<file path="src/rtl/trap_sequencer.sv">
`default_nettype none
// ==== trap_sequencer : M-mode ecall/mret sequencer sharing one CSR write port ====
// ==== rev 1.0                                                                 ====
module trap_sequencer #(
  parameter int unsigned     XLEN        = 32,
  parameter logic [XLEN-1:0] ECALL_CAUSE = 'hb
) (
  input  logic            clk,
  input  logic            rst,
  input  logic            ecall_req_i,
  input  logic            mret_req_i,
  input  logic [XLEN-1:0] trap_pc_i,
  input  logic            inst_csr_we_i,
  input  logic [11:0]     inst_csr_addr_i,
  input  logic [XLEN-1:0] inst_csr_wdata_i,
  input  logic [XLEN-1:0] csr_mtvec_i,
  input  logic [XLEN-1:0] csr_mepc_i,
  input  logic [XLEN-1:0] csr_mstatus_i,
  output logic            csr_we_o,
  output logic [11:0]     csr_waddr_o,
  output logic [XLEN-1:0] csr_wdata_o,
  output logic            redirect_valid_o,
  output logic [XLEN-1:0] redirect_pc_o,
  input  logic            redirect_ready_i,
  output logic            busy_o
);

  typedef enum logic [2:0] {
    S_IDLE           = 3'd0,
    S_SAVE_EPC       = 3'd1,
    S_SAVE_CAUSE     = 3'd2,
    S_SAVE_STATUS    = 3'd3,
    S_RESTORE_STATUS = 3'd4,
    S_REDIRECT       = 3'd5
  } state_e;

  localparam logic [11:0]     C_MSTATUS    = 12'h300;
  localparam logic [11:0]     C_MEPC       = 12'h341;
  localparam logic [11:0]     C_MCAUSE     = 12'h342;
  localparam logic [XLEN-1:0] C_ALIGN_MASK = {{(XLEN-2){1'b1}}, 2'b00};

  state_e          state_q, state_d;
  logic [XLEN-1:0] epc_q, epc_d;
  logic [XLEN-1:0] status_q, status_d;
  logic [XLEN-1:0] target_q, target_d;
  logic [XLEN-1:0] w_entry_status;
  logic [XLEN-1:0] w_return_status;

  // Machine-mode only, so MPP is always forced to M on both entry and return.
  always_comb begin
    w_entry_status         = status_q;
    w_entry_status[7]      = status_q[3];
    w_entry_status[3]      = 1'b0;
    w_entry_status[12:11]  = 2'b11;
    w_return_status        = status_q;
    w_return_status[3]     = status_q[7];
    w_return_status[7]     = 1'b1;
    w_return_status[12:11] = 2'b11;
  end

  always_comb begin
    state_d          = state_q;
    epc_d            = epc_q;
    status_d         = status_q;
    target_d         = target_q;
    csr_we_o         = 1'b0;
    csr_waddr_o      = 12'h000;
    csr_wdata_o      = '0;
    redirect_valid_o = 1'b0;
    redirect_pc_o    = '0;
    busy_o           = 1'b1;
    case (state_q)
      S_IDLE: begin
        busy_o      = 1'b0;
        csr_we_o    = inst_csr_we_i;
        csr_waddr_o = inst_csr_addr_i;
        csr_wdata_o = inst_csr_wdata_i;
        if (ecall_req_i) begin
          epc_d   = trap_pc_i;
          state_d = S_SAVE_EPC;
        end else if (mret_req_i) begin
          status_d = csr_mstatus_i;
          target_d = csr_mepc_i & C_ALIGN_MASK;
          state_d  = S_RESTORE_STATUS;
        end
      end
      S_SAVE_EPC: begin
        csr_we_o    = 1'b1;
        csr_waddr_o = C_MEPC;
        csr_wdata_o = epc_q;
        state_d     = S_SAVE_CAUSE;
      end
      S_SAVE_CAUSE: begin
        csr_we_o    = 1'b1;
        csr_waddr_o = C_MCAUSE;
        csr_wdata_o = ECALL_CAUSE;
        status_d    = csr_mstatus_i;
        target_d    = csr_mtvec_i & C_ALIGN_MASK;
        state_d     = S_SAVE_STATUS;
      end
      S_SAVE_STATUS: begin
        csr_we_o    = 1'b1;
        csr_waddr_o = C_MSTATUS;
        csr_wdata_o = w_entry_status;
        state_d     = S_REDIRECT;
      end
      S_RESTORE_STATUS: begin
        csr_we_o    = 1'b1;
        csr_waddr_o = C_MSTATUS;
        csr_wdata_o = w_return_status;
        state_d     = S_REDIRECT;
      end
      S_REDIRECT: begin
        redirect_valid_o = 1'b1;
        redirect_pc_o    = target_q;
        if (redirect_ready_i) begin
          state_d = S_IDLE;
        end
      end
      default: begin
        state_d = S_IDLE;
      end
    endcase
  end

  always_ff @(posedge clk or posedge rst) begin
    if (rst) begin
      state_q  <= S_IDLE;
      epc_q    <= '0;
      status_q <= '0;
      target_q <= '0;
    end else begin
      state_q  <= state_d;
      epc_q    <= epc_d;
      status_q <= status_d;
      target_q <= target_d;
    end
  end

endmodule
`default_nettype wire
</file>
<file path="config.mk">
export PLATFORM = sky130hd
export DESIGN_NAME = trap_sequencer
export DESIGN_NICKNAME = d
export VERILOG_FILES = /design/src/rtl/trap_sequencer.sv
export SDC_FILE = /design/constraint.sdc
export NUM_CORES = 1
export LEC_CHECK = 0
export ABC_AREA = 1
export CORE_ASPECT_RATIO = 1.2
export CORE_MARGIN = 10
export CORE_UTILIZATION = 44
export DETAILED_ROUTE_END_ITERATION = 12
export PLACE_DENSITY = 0.86
export SLEW_MARGIN = 0
export SYNTH_ARGS = -nofsm -noshare
export SYNTH_HDL_FRONTEND = slang
export SYNTH_SLANG_ARGS = --single-unit
export TNS_END_PERCENT = 20
</file>
<file path="constraint.sdc">
create_clock -name clk -period 6.9 [get_ports clk]
set_clock_uncertainty 0.05 [all_clocks]
set_input_delay 1.035 -clock clk [delete_from_list [all_inputs] [get_ports clk]]
set_output_delay 1.035 -clock clk [all_outputs]
set_load 0.005 [all_outputs]
</file>
# Yosys cells after proc, flatten, opt, wreduce, memory -nomap -nowiden
# Index checks and enable logic that the tools add are counted.
[totals]
register_bits = 99
wordCells = 36
out_inout_bits = 79
inputBits = 178
[classes]
n_mux = 16
n_reduce_logical = 7
n_eq_ne = 9
[ops]
columns = ["cell", "count"]
rows = [
  ["two-way mux 32 bit", 5],
  ["one-hot mux 32 bit (5 select lines)", 1],
  ["one-hot mux 32 bit (2 select lines)", 2],
  ["one-hot mux 12 bit (4 select lines)", 1],
  ["one-hot mux 3 bit (5 select lines)", 1],
  ["two-way mux 3 bit", 3],
  ["== test 3 x 2 -> 1 bit, second input constant", 2],
  ["== test 3 bit, second input constant", 2],
  ["inequality test 2 bit, second input constant", 3],
  ["AND reduction 2 bit", 2],
  ["OR reduction 4 bit", 1],
  ["== test 3 x 1 -> 1 bit, second input constant", 1],
  ["logical NOT 3 bit", 1],
  ["inequality test 3 bit, second input constant", 1],
  ["AND reduction 3 bit", 1],
  ["two-way mux 1 bit", 2],
  ["one-hot mux 1 bit (2 select lines)", 1],
  ["nonzero test 2 bit", 1],
  ["OR reduction 2 bit", 1],
]

# Depth between registers and ports, before layout
# Gate-level depths: netlist (run 1).
[logic_depth]
depth_word = 3
ltp_mapped = 9

# Worst setup path before layout (run 1)
# Ideal clock, no wire load.
[synth_timing]
kind = "input to output"
startpoint = "input inst_csr_wdata_i[0]"
endpoint = "output csr_wdata_o[0]"
t_arrival_ns = 1.258
required_ns = 5.815
path_buffers = 0
setup_slack_ns = 4.557
path_stages = 2
path_cell_list = "o21ai_0 -> nand3_1"
[synth_via]
elab_chain_cells = 1
[synth_rtl]
columns = ["item", "line_no", "rtl"]
rows = [
  ["start, declared", "15", "input logic [XLEN-1:0] inst_csr_wdata_i,"],
  ["one-hot mux 32 bit (5 select lines)", "72", "case (state_q)"],
  ["end, declared", "21", "output logic [XLEN-1:0] csr_wdata_o,"],
]
# Every way passes these cells.

# Final worst setup path (run 1)
[layout_timing]
startpoint = "register state_q[0]"
endpoint = "output csr_wdata_o[13]"
[layout_via]
elab_chain_cells = 2
[layout_rtl]
columns = ["item", "line_no", "rtl"]
rows = [
  ["start, declared", "42", "state_e state_q, state_d;"],
  ["start signal, assigned", "133", "state_q <= state_d;"],
  ["== test 3 bit (tied with other cells)", "72", ""],
  ["one-hot mux 32 bit (5 select lines) *", "72", ""],
]
# Mark *: on every way between the ends. The rest lies on a longest branch, timed or not.

==> results.md, run 1 <==
* Synth Register Bits at 95
* Routed WL per cell at 16.0 µm
* Layout cell share with drive strength beyond 1 at 4.08%
* Post-layout instance count excluding filler cells at 1,137
* Pin count of the biggest net entering global routing at 93
* Slowest CP cell: inv_2
* Worst Max-Slew Pin Slew at 1040 ps
* Router iterations before antenna repair at 7
* Routed via count divided by cell count at 4.93
* Share of the clock period used by the worst path after layout at 57.8%
* Insertion delay of the later-clocked pin in the worst-skew pair at 330 ps
* Iteration-0 DRC Markers at 423
* Net switching power of the design at 1.26 mW
* Cell at the root of the clock tree: clkbuf_16
* Number of cells traversed by the worst hold path at 2
* Cell count after synthesis at 763
* H-Tree Depth at 3
* Wire length of the first global-routing pass at 29.2 mm
* Chain of cells forming the critical path: nor2_4 > nand2_2 > inv_2 > nand2_1 > nand3_1 > clkdlybuf4s50_1
* Global-route usage over all layers at 21.2%
* Core Box Area at 11,600 µm²
* Top post-synthesis cells by area: dfrtp_1, nand2_1, nand3_1
* Weighted congestion at the end of routability-driven global placement at 0.861
* Layout-stage area growth over the synthesis result at 52.6%
* Maximum root-to-sink buffer count at 2
* DP Area at 7680 µm²
* Instance count after placement with tap cells included at 1,122
* Top-Level Pins at 257
* Portion of synthesized cell area occupied by the leading cell type at 45.4%
* Pwr per Cell Area at 398 nW/µm²
* Fraction of the yosys area taken by sequential cells at 45.4%
* Fraction of power spent switching nets at 39.6%
* Final count of hold timing violations at 0
* Design Area, Final at 7990 µm²
* Number of I/O port buffers at 248
* Worst path top cell family by delay: buffers and inverters
* Die area at 16,700 µm²
* Final cell utilization of the core at 68.8%
* Vias post-DR at 5,607
* Commonest non-fill, non-tap cell in the layout: nand2_1
* Reg-to-reg slack, setup at 3980 ps
* Critical Setup Path Class: flip-flop to output port
* Capture instance of the worst register-to-register path: epc_q[14]
* Post-Route Setup TNS at 0 ps
* GRT Residual Overflow at 0
* Portion of total power attributed to the clock network at 16.3%
* Antenna violations before repair at 0
* Post-cts resize count at 0
* Required time at the endpoint of the critical path at 5810 ps
* Number of max-capacitance violations reported at 0
* Hold wc startpoint: epc_q[9]
* Cts bufs inserted at 9
* Worst hold endpoint: epc_q[9]
* Cell count of the worst reg-to-reg path at 6
* Final Routed Wirelength at 18.2 mm
* Leakage at 3.94 nW
* Sum of buffers and inverters on the critical path at 2
* Hold-fix buffer count after cts at 0
* Reg2reg start: state_q[0]
* Count of inserted antenna diode cells at 0
* FMAX at 0.251 GHz
* Mean post-synth cell area at 6.87 µm²
* Synth unique cells at 22
* Internal power of the cells at 1.92 mW
* NumNets Final at 1,154
* Number of post-CTS setup repair buffers at 0
* Combinational cell fraction of total power at 53.0%
* Run status: complete, no violations
* Via count of the first global-routing pass at 5,583
* Endpoint arrival time on the critical path at 2900 ps
* RSZ-0062 raised after global routing: no
* Share of total power in sequential cells at 30.7%
* Synth Warn # at 0
* Clock-pin slew reported for the worst setup and hold paths after clock tree synthesis at 60 ps
* Number of rows created at floorplan at 43
* CTS tree: built
* Nature of the critical path startpoint: flip-flop
* Cell area after technology mapping at 5240 µm²
* Detail Route Antenna Nets at 0
* Initial standard-cell utilization of the core at 45.1%
* PnR Total Power at 3.18 mW
* Slew HR at 30.7%
* Half-perimeter wire length after detailed placement at 13.0 mm
* DRC violation count after routing at 0
* Setup Viol. Count Final at 0
* Delay contributed by the slowest stage of the critical path at 810 ps
* Commonest cells after routing, fill and taps aside: nand2_1, clkdlybuf4s50_1, nand3_1
* Die boundary height at 140 µm
* Path class of the lowest-slack min-delay path: flip-flop to flip-flop
* Worst voltage drop across the vdd grid at 222 µV
* Kind of capture point of the worst setup path: output port
* Sink Count at 95
* Max Fanout on Critical Path at 63
* Minimum period implied by the final worst setup slack at 3990 ps
* Chip width at 120 µm
* Yosys top cell by area: dfrtp_1
* Final max-slew violation count at 0
## worst reg2reg max path: cells and delay by family, from the launching register on
| kind | cells | cell delay, ps |
|---|---|---|
| and+or+nand+nor | 5 | 1420 |
| buffers and inverters | 1 | 810 |
| DFF | 1 | 520 |
## cell usage after synthesis
cell type and count:
nand4_1 3, dfrtp_1 95, o21ai_1 3, o21ai_2 1
nor3_1 1, o21ai_0 3, inv_2 6, inv_1 44
nand3_2 1, buf_4 14, nand2_1 343, buf_1 2
buf_2 26, nand3_1 156, nor2_1 42, clkbuf_1 11
nand2_2 5, nor2_2 1, buf_6 2, a21oi_1 1
conb_1 1, nor2_4 2
## area by class of cell
type                            count  area, µm²
Fill cell                         983       3630
Timing Repair Buffer              256       2540
Sequential cell                    95       2380
Multi-Input combinational cell    564       2380
Clock buffer                        9        225
Tap cell                          157        196
Inverter                           50        190
Clock inverter                      6       86.3
## power by group through the flow
stage	Clock (mW)	Combinational [mW]	Sequential, mW
finish	0.520	1.69	0.976
global route	0.553	1.90	1.01
CTS	0.532	1.72	0.974
detailed placement	0	1.71	0.981
global placement	0	1.68	0.969
floorplan	0	0.986	0.932
## registers in the layout, summed over array words and instances, names as in the netlist
signal    count
target_q     30
status_q     30
state_q       3
epc_q        32
## stage by stage
step	setup slack, ps	hold WS [ps]
finish	2910	423
global route	2670	439
CTS	2900	425
detailed placement	3270	409
global placement	3280	403
floorplan	3340	392
## metal layers
| metal | vias to the layer above | part of all wire, % | track usage (%) |
|---|---|---|---|
| met3 | 34 | 8.4 | 6.68 |
| met1 | 2559 | 40 | 25.5 |
| met4 | 0 | 3.1 | 8.72 |
| met2 | 220 | 48 | 34.3 |
| met5 | - | 0 | 0 |
| li1 | 2794 | - | - |
## worst max path at each step
stage / start / end / slack [ps] / cells past startpoint
after floorplan: rst / epc_q[0] / 3340 / 1
after global placement: state_q[0] / csr_wdata_o[28] / 3280 / 6
after detailed placement: state_q[0] / csr_wdata_o[23] / 3270 / 6
after CTS: state_q[0] / csr_wdata_o[23] / 2900 / 6
after global routing: state_q[0] / csr_wdata_o[26] / 2670 / 6
final: state_q[0] / csr_wdata_o[13] / 2910 / 6
## logic make-up after synthesis
| logic type | count (synthesis) | share of synthesized area, % |
|---|---|---|
| AND/OR/NAND/NOR | 554 | 44.3 |
| buffers and inverters | 105 | 9.43 |
| flip-flops | 95 | 45.4 |
| AO/OA/AOI/OAI | 8 | 0.836 |
| other | 1 | 0.0716 |
Power figures use the tool's default switching activity.
==> inputs of run 2 (changes only) <==
--- a/config.mk
+++ b/config.mk
@@ -8,9 +8,9 @@
 export ABC_AREA = 1
 export CORE_ASPECT_RATIO = 1.2
 export CORE_MARGIN = 10
-export CORE_UTILIZATION = 44
+export CORE_UTILIZATION = 37
 export DETAILED_ROUTE_END_ITERATION = 12
-export PLACE_DENSITY = 0.86
+export PLACE_DENSITY = 0.77
 export SLEW_MARGIN = 0
 export SYNTH_ARGS = -nofsm -noshare
 export SYNTH_HDL_FRONTEND = slang
==> constraint.sdc (replaced) <==
create_clock -name clk -period 3.4 [get_ports clk]
set_clock_uncertainty 0.05 [all_clocks]
set_input_delay 0.51 -clock clk [delete_from_list [all_inputs] [get_ports clk]]
set_output_delay 0.51 -clock clk [all_outputs]
set_load 0.005 [all_outputs]
==> run 2 against run 1 <==
Effect of this change: largest power group unchanged; non-clock buffer count up 2; highest routed layer unchanged; cell count up 1.5%; setup slack worse by 2700 ps; flip-flop and latch count unchanged; sequential share of layout area down 0.27 points.
==> results.md, run 2 (synthesized netlist as in run 1, its figures left out) <==
* Number of max-capacitance violations reported at 0 (unchanged)
* Sum of buffers and inverters on the critical path at 3 (+1)
* Setup Viol. Count Final at 0 (unchanged)
* Antenna violations before repair at 0 (unchanged)
* CTS tree: built
* Run status: complete, no violations
* Die area at 19,300 µm² (+16%)
* Share of the clock period used by the worst path after layout at 92.7%
* Commonest cells after routing, fill and taps aside: nand2_1, clkdlybuf4s50_1, nand3_1
* Endpoint arrival time on the critical path at 2590 ps (-310 ps)
* Hold-fix buffer count after cts at 0 (unchanged)
* Iteration-0 DRC Markers at 363 (-14%)
* Final Routed Wirelength at 18.9 mm (+3.8%)
* Number of rows created at floorplan at 47 (+9.3%)
* Slowest CP cell: clkdlybuf4s50_1
* Cell at the root of the clock tree: clkbuf_16
* Number of post-CTS setup repair buffers at 0 (unchanged)
* Max Fanout on Critical Path at 50 (-21%)
* Worst voltage drop across the vdd grid at 358 µV (+61%)
* FMAX at 0.317 GHz
* H-Tree Depth at 3 (unchanged)
* Leakage at 3.96 nW (+0.48%)
* Registers with the highest flip-flop counts: epc_q x32, status_q x30, target_q x30
* Number of cells traversed by the worst hold path at 2 (unchanged)
* Combinational cell fraction of total power at 53.1% (about the same)
* NumNets Final at 1,156 (+0.17%)
* Instance count after placement with tap cells included at 1,138 (+1.4%)
* RSZ-0062 raised after global routing: no
* Vias post-DR at 5,551 (-1.0%)
* Delay contributed by the slowest stage of the critical path at 560 ps (-250 ps)
* DRC violation count after routing at 0 (unchanged)
* Fill cell total of the finished layout at 1,326 (+35%)
* Nature of the critical path startpoint: flip-flop
* Final cell utilization of the core at 58.4% (-10 points)
* Worst Max-Slew Pin Slew at 678 ps (-359 ps)
* PnR Total Power at 6.54 mW (+110%)
* Insertion delay of the later-clocked pin in the worst-skew pair at 340 ps (about the same)
* Initial standard-cell utilization of the core at 37.9% (-7.2 points)
* Global Route met1 Usage at 21.7% (-3.8 points)
* Number of I/O port buffers at 248 (unchanged)
* Core Box Area at 13,800 µm² (+19%)
* Count of inserted antenna diode cells at 0 (unchanged)
* Internal power of the cells at 3.94 mW (+100%)
* Clock-pin slew reported for the worst setup and hold paths after clock tree synthesis at 60 ps (about the same)
* Multi-input gate area at 2380 µm² (unchanged)
* Kind of capture point of the worst setup path: output port
* Chip width at 129 µm (+7.5%)
* Pin count of the biggest net entering global routing at 62 (-33%)
* Most congested layer reported by global routing: met2
* Cts bufs inserted at 9 (unchanged)
* Pwr per Cell Area at 811 nW/µm² (+100%)
* Maximum root-to-sink buffer count at 2 (unchanged)
* Post-Place Worst Slack at 581 ps (-2690 ps)
* Required time at the endpoint of the critical path at 2840 ps (-2970 ps)
* Final max-slew violation count at 0 (unchanged)
* Path class of the lowest-slack min-delay path: flip-flop to flip-flop
* Router iterations before antenna repair at 6 (-1)
* Global-route usage over all layers at 18.6% (-2.6 points)
* Fraction of power spent switching nets at 39.7% (+0.15 points)
* Critical Setup Path Class: flip-flop to output port
* Via count of the first global-routing pass at 5,444 (-2.5%)
* Max FFs per register at 32 (unchanged)
* Portion of total power attributed to the clock network at 16.4% (about the same)
* Chain of cells forming the critical path: nor2_4 > nand2_2 > inv_2 > buf_12 > nand2_1 > nand3_1 > clkdlybuf4s50_1
* Half-perimeter wire length after detailed placement at 13.8 mm (+5.5%)
* Routed WL per cell at 16.3 µm (+2.3%)
* Post-layout instance count excluding filler cells at 1,154 (+1.5%)
* Sequential cell area at 2380 µm² (unchanged)
* Routed via count divided by cell count at 4.81 (-2.5%)
* Minimum period implied by the final worst setup slack at 3150 ps
* Post-cts resize count at 0 (unchanged)
* Layout cell share with drive strength beyond 1 at 4.27% (+0.19 points)
* Global routing usage on met2 at 31.4% (-2.9 points)
* Top-Level Pins at 257 (unchanged)
* GRT Residual Overflow at 0 (unchanged)
* Net switching power of the design at 2.60 mW (+110%)
* Final count of hold timing violations at 0 (unchanged)
* Sink Count at 95 (unchanged)
* Cell count of the worst reg-to-reg path at 6 (unchanged)
* Smallest setup slack after layout at 248 ps (-2670 ps)
* Weighted congestion at the end of routability-driven global placement at 0.791 (-8.1%)
* Post-Route Setup TNS at 0 ps (unchanged)
* Commonest non-fill, non-tap cell in the layout: nand2_1
* Wire length of the first global-routing pass at 29.0 mm (-0.61%)
* Register bank with the most flops: epc_q
* Total stage count of the critical path at 7 (+1)
* Share of total power in sequential cells at 30.5% (-0.2 points)
* Detail Route Antenna Nets at 0 (unchanged)
* Die boundary height at 150 µm (+7.8%)
* Slew HR at 54.6% (+24 points)
* Layout-stage area growth over the synthesis result at 54.0%
* Worst path top cell family by delay: buffers and inverters
* Met3 demand-to-capacity share in global routing at 6.65% (-0.030 points)
-- run 2: path summary, 6_finish.rpt --
kind                                 start               to  slack [ps]
min in group asynchronous              rst      target_q[3]         510
max in group asynchronous              rst         epc_q[3]        2090
worst max register to register  state_q[1]      target_q[8]         960
worst min register to register   epc_q[19]        epc_q[19]         420
worst min-delay path             epc_q[19]        epc_q[19]         420
worst max-delay path            state_q[0]  csr_wdata_o[26]         250
-- run 2: through the flow --
step | hold WS [ps] | area, µm²
6_report | 420 | 8070
2_1_floorplan | 392 | 5240
3_5_place_dp | 409 | 7750
3_3_place_gp | 404 | 7750
4_1_cts | 425 | 8070
5_1_grt | 440 | 8070
-- run 2: worst reg2reg max path: stages (launching register included) --
cell	delay (ps)
dfrtp_1	560
buf_4	420
nand2_4	330
nand2_2	540
buf_12	280
nand2_1	130
nand2_1	80
-- run 2: area by class of cell --
type | count | area share, %
Tap cell | 171 | 2.65
Clock inverter | 6 | 1.05
Timing Repair Buffer | 258 | 32.2
Inverter | 50 | 2.36
Clock buffer | 10 | 2.84
Sequential cell | 95 | 29.5
Multi-Input combinational cell | 564 | 29.5
-- run 2: metal layers --
| metal | wire length, µm | vias up |
|---|---|---|
| li1 | - | 2795 |
| met1 | 7610 | 2537 |
| met2 | 9140 | 202 |
| met3 | 1830 | 17 |
| met4 | 276 | 0 |
| met5 | 0 | - |
-- run 2: power by group through the flow --
stage / sequential (mW) / clock, mW / combinational (mW)
finish: 2.00 / 1.07 / 3.47
global route: 2.06 / 1.14 / 3.89
CTS: 1.99 / 1.10 / 3.55
detailed placement: 2.01 / 0 / 3.53
global placement: 1.99 / 0 / 3.47
floorplan: 1.89 / 0 / 2.00
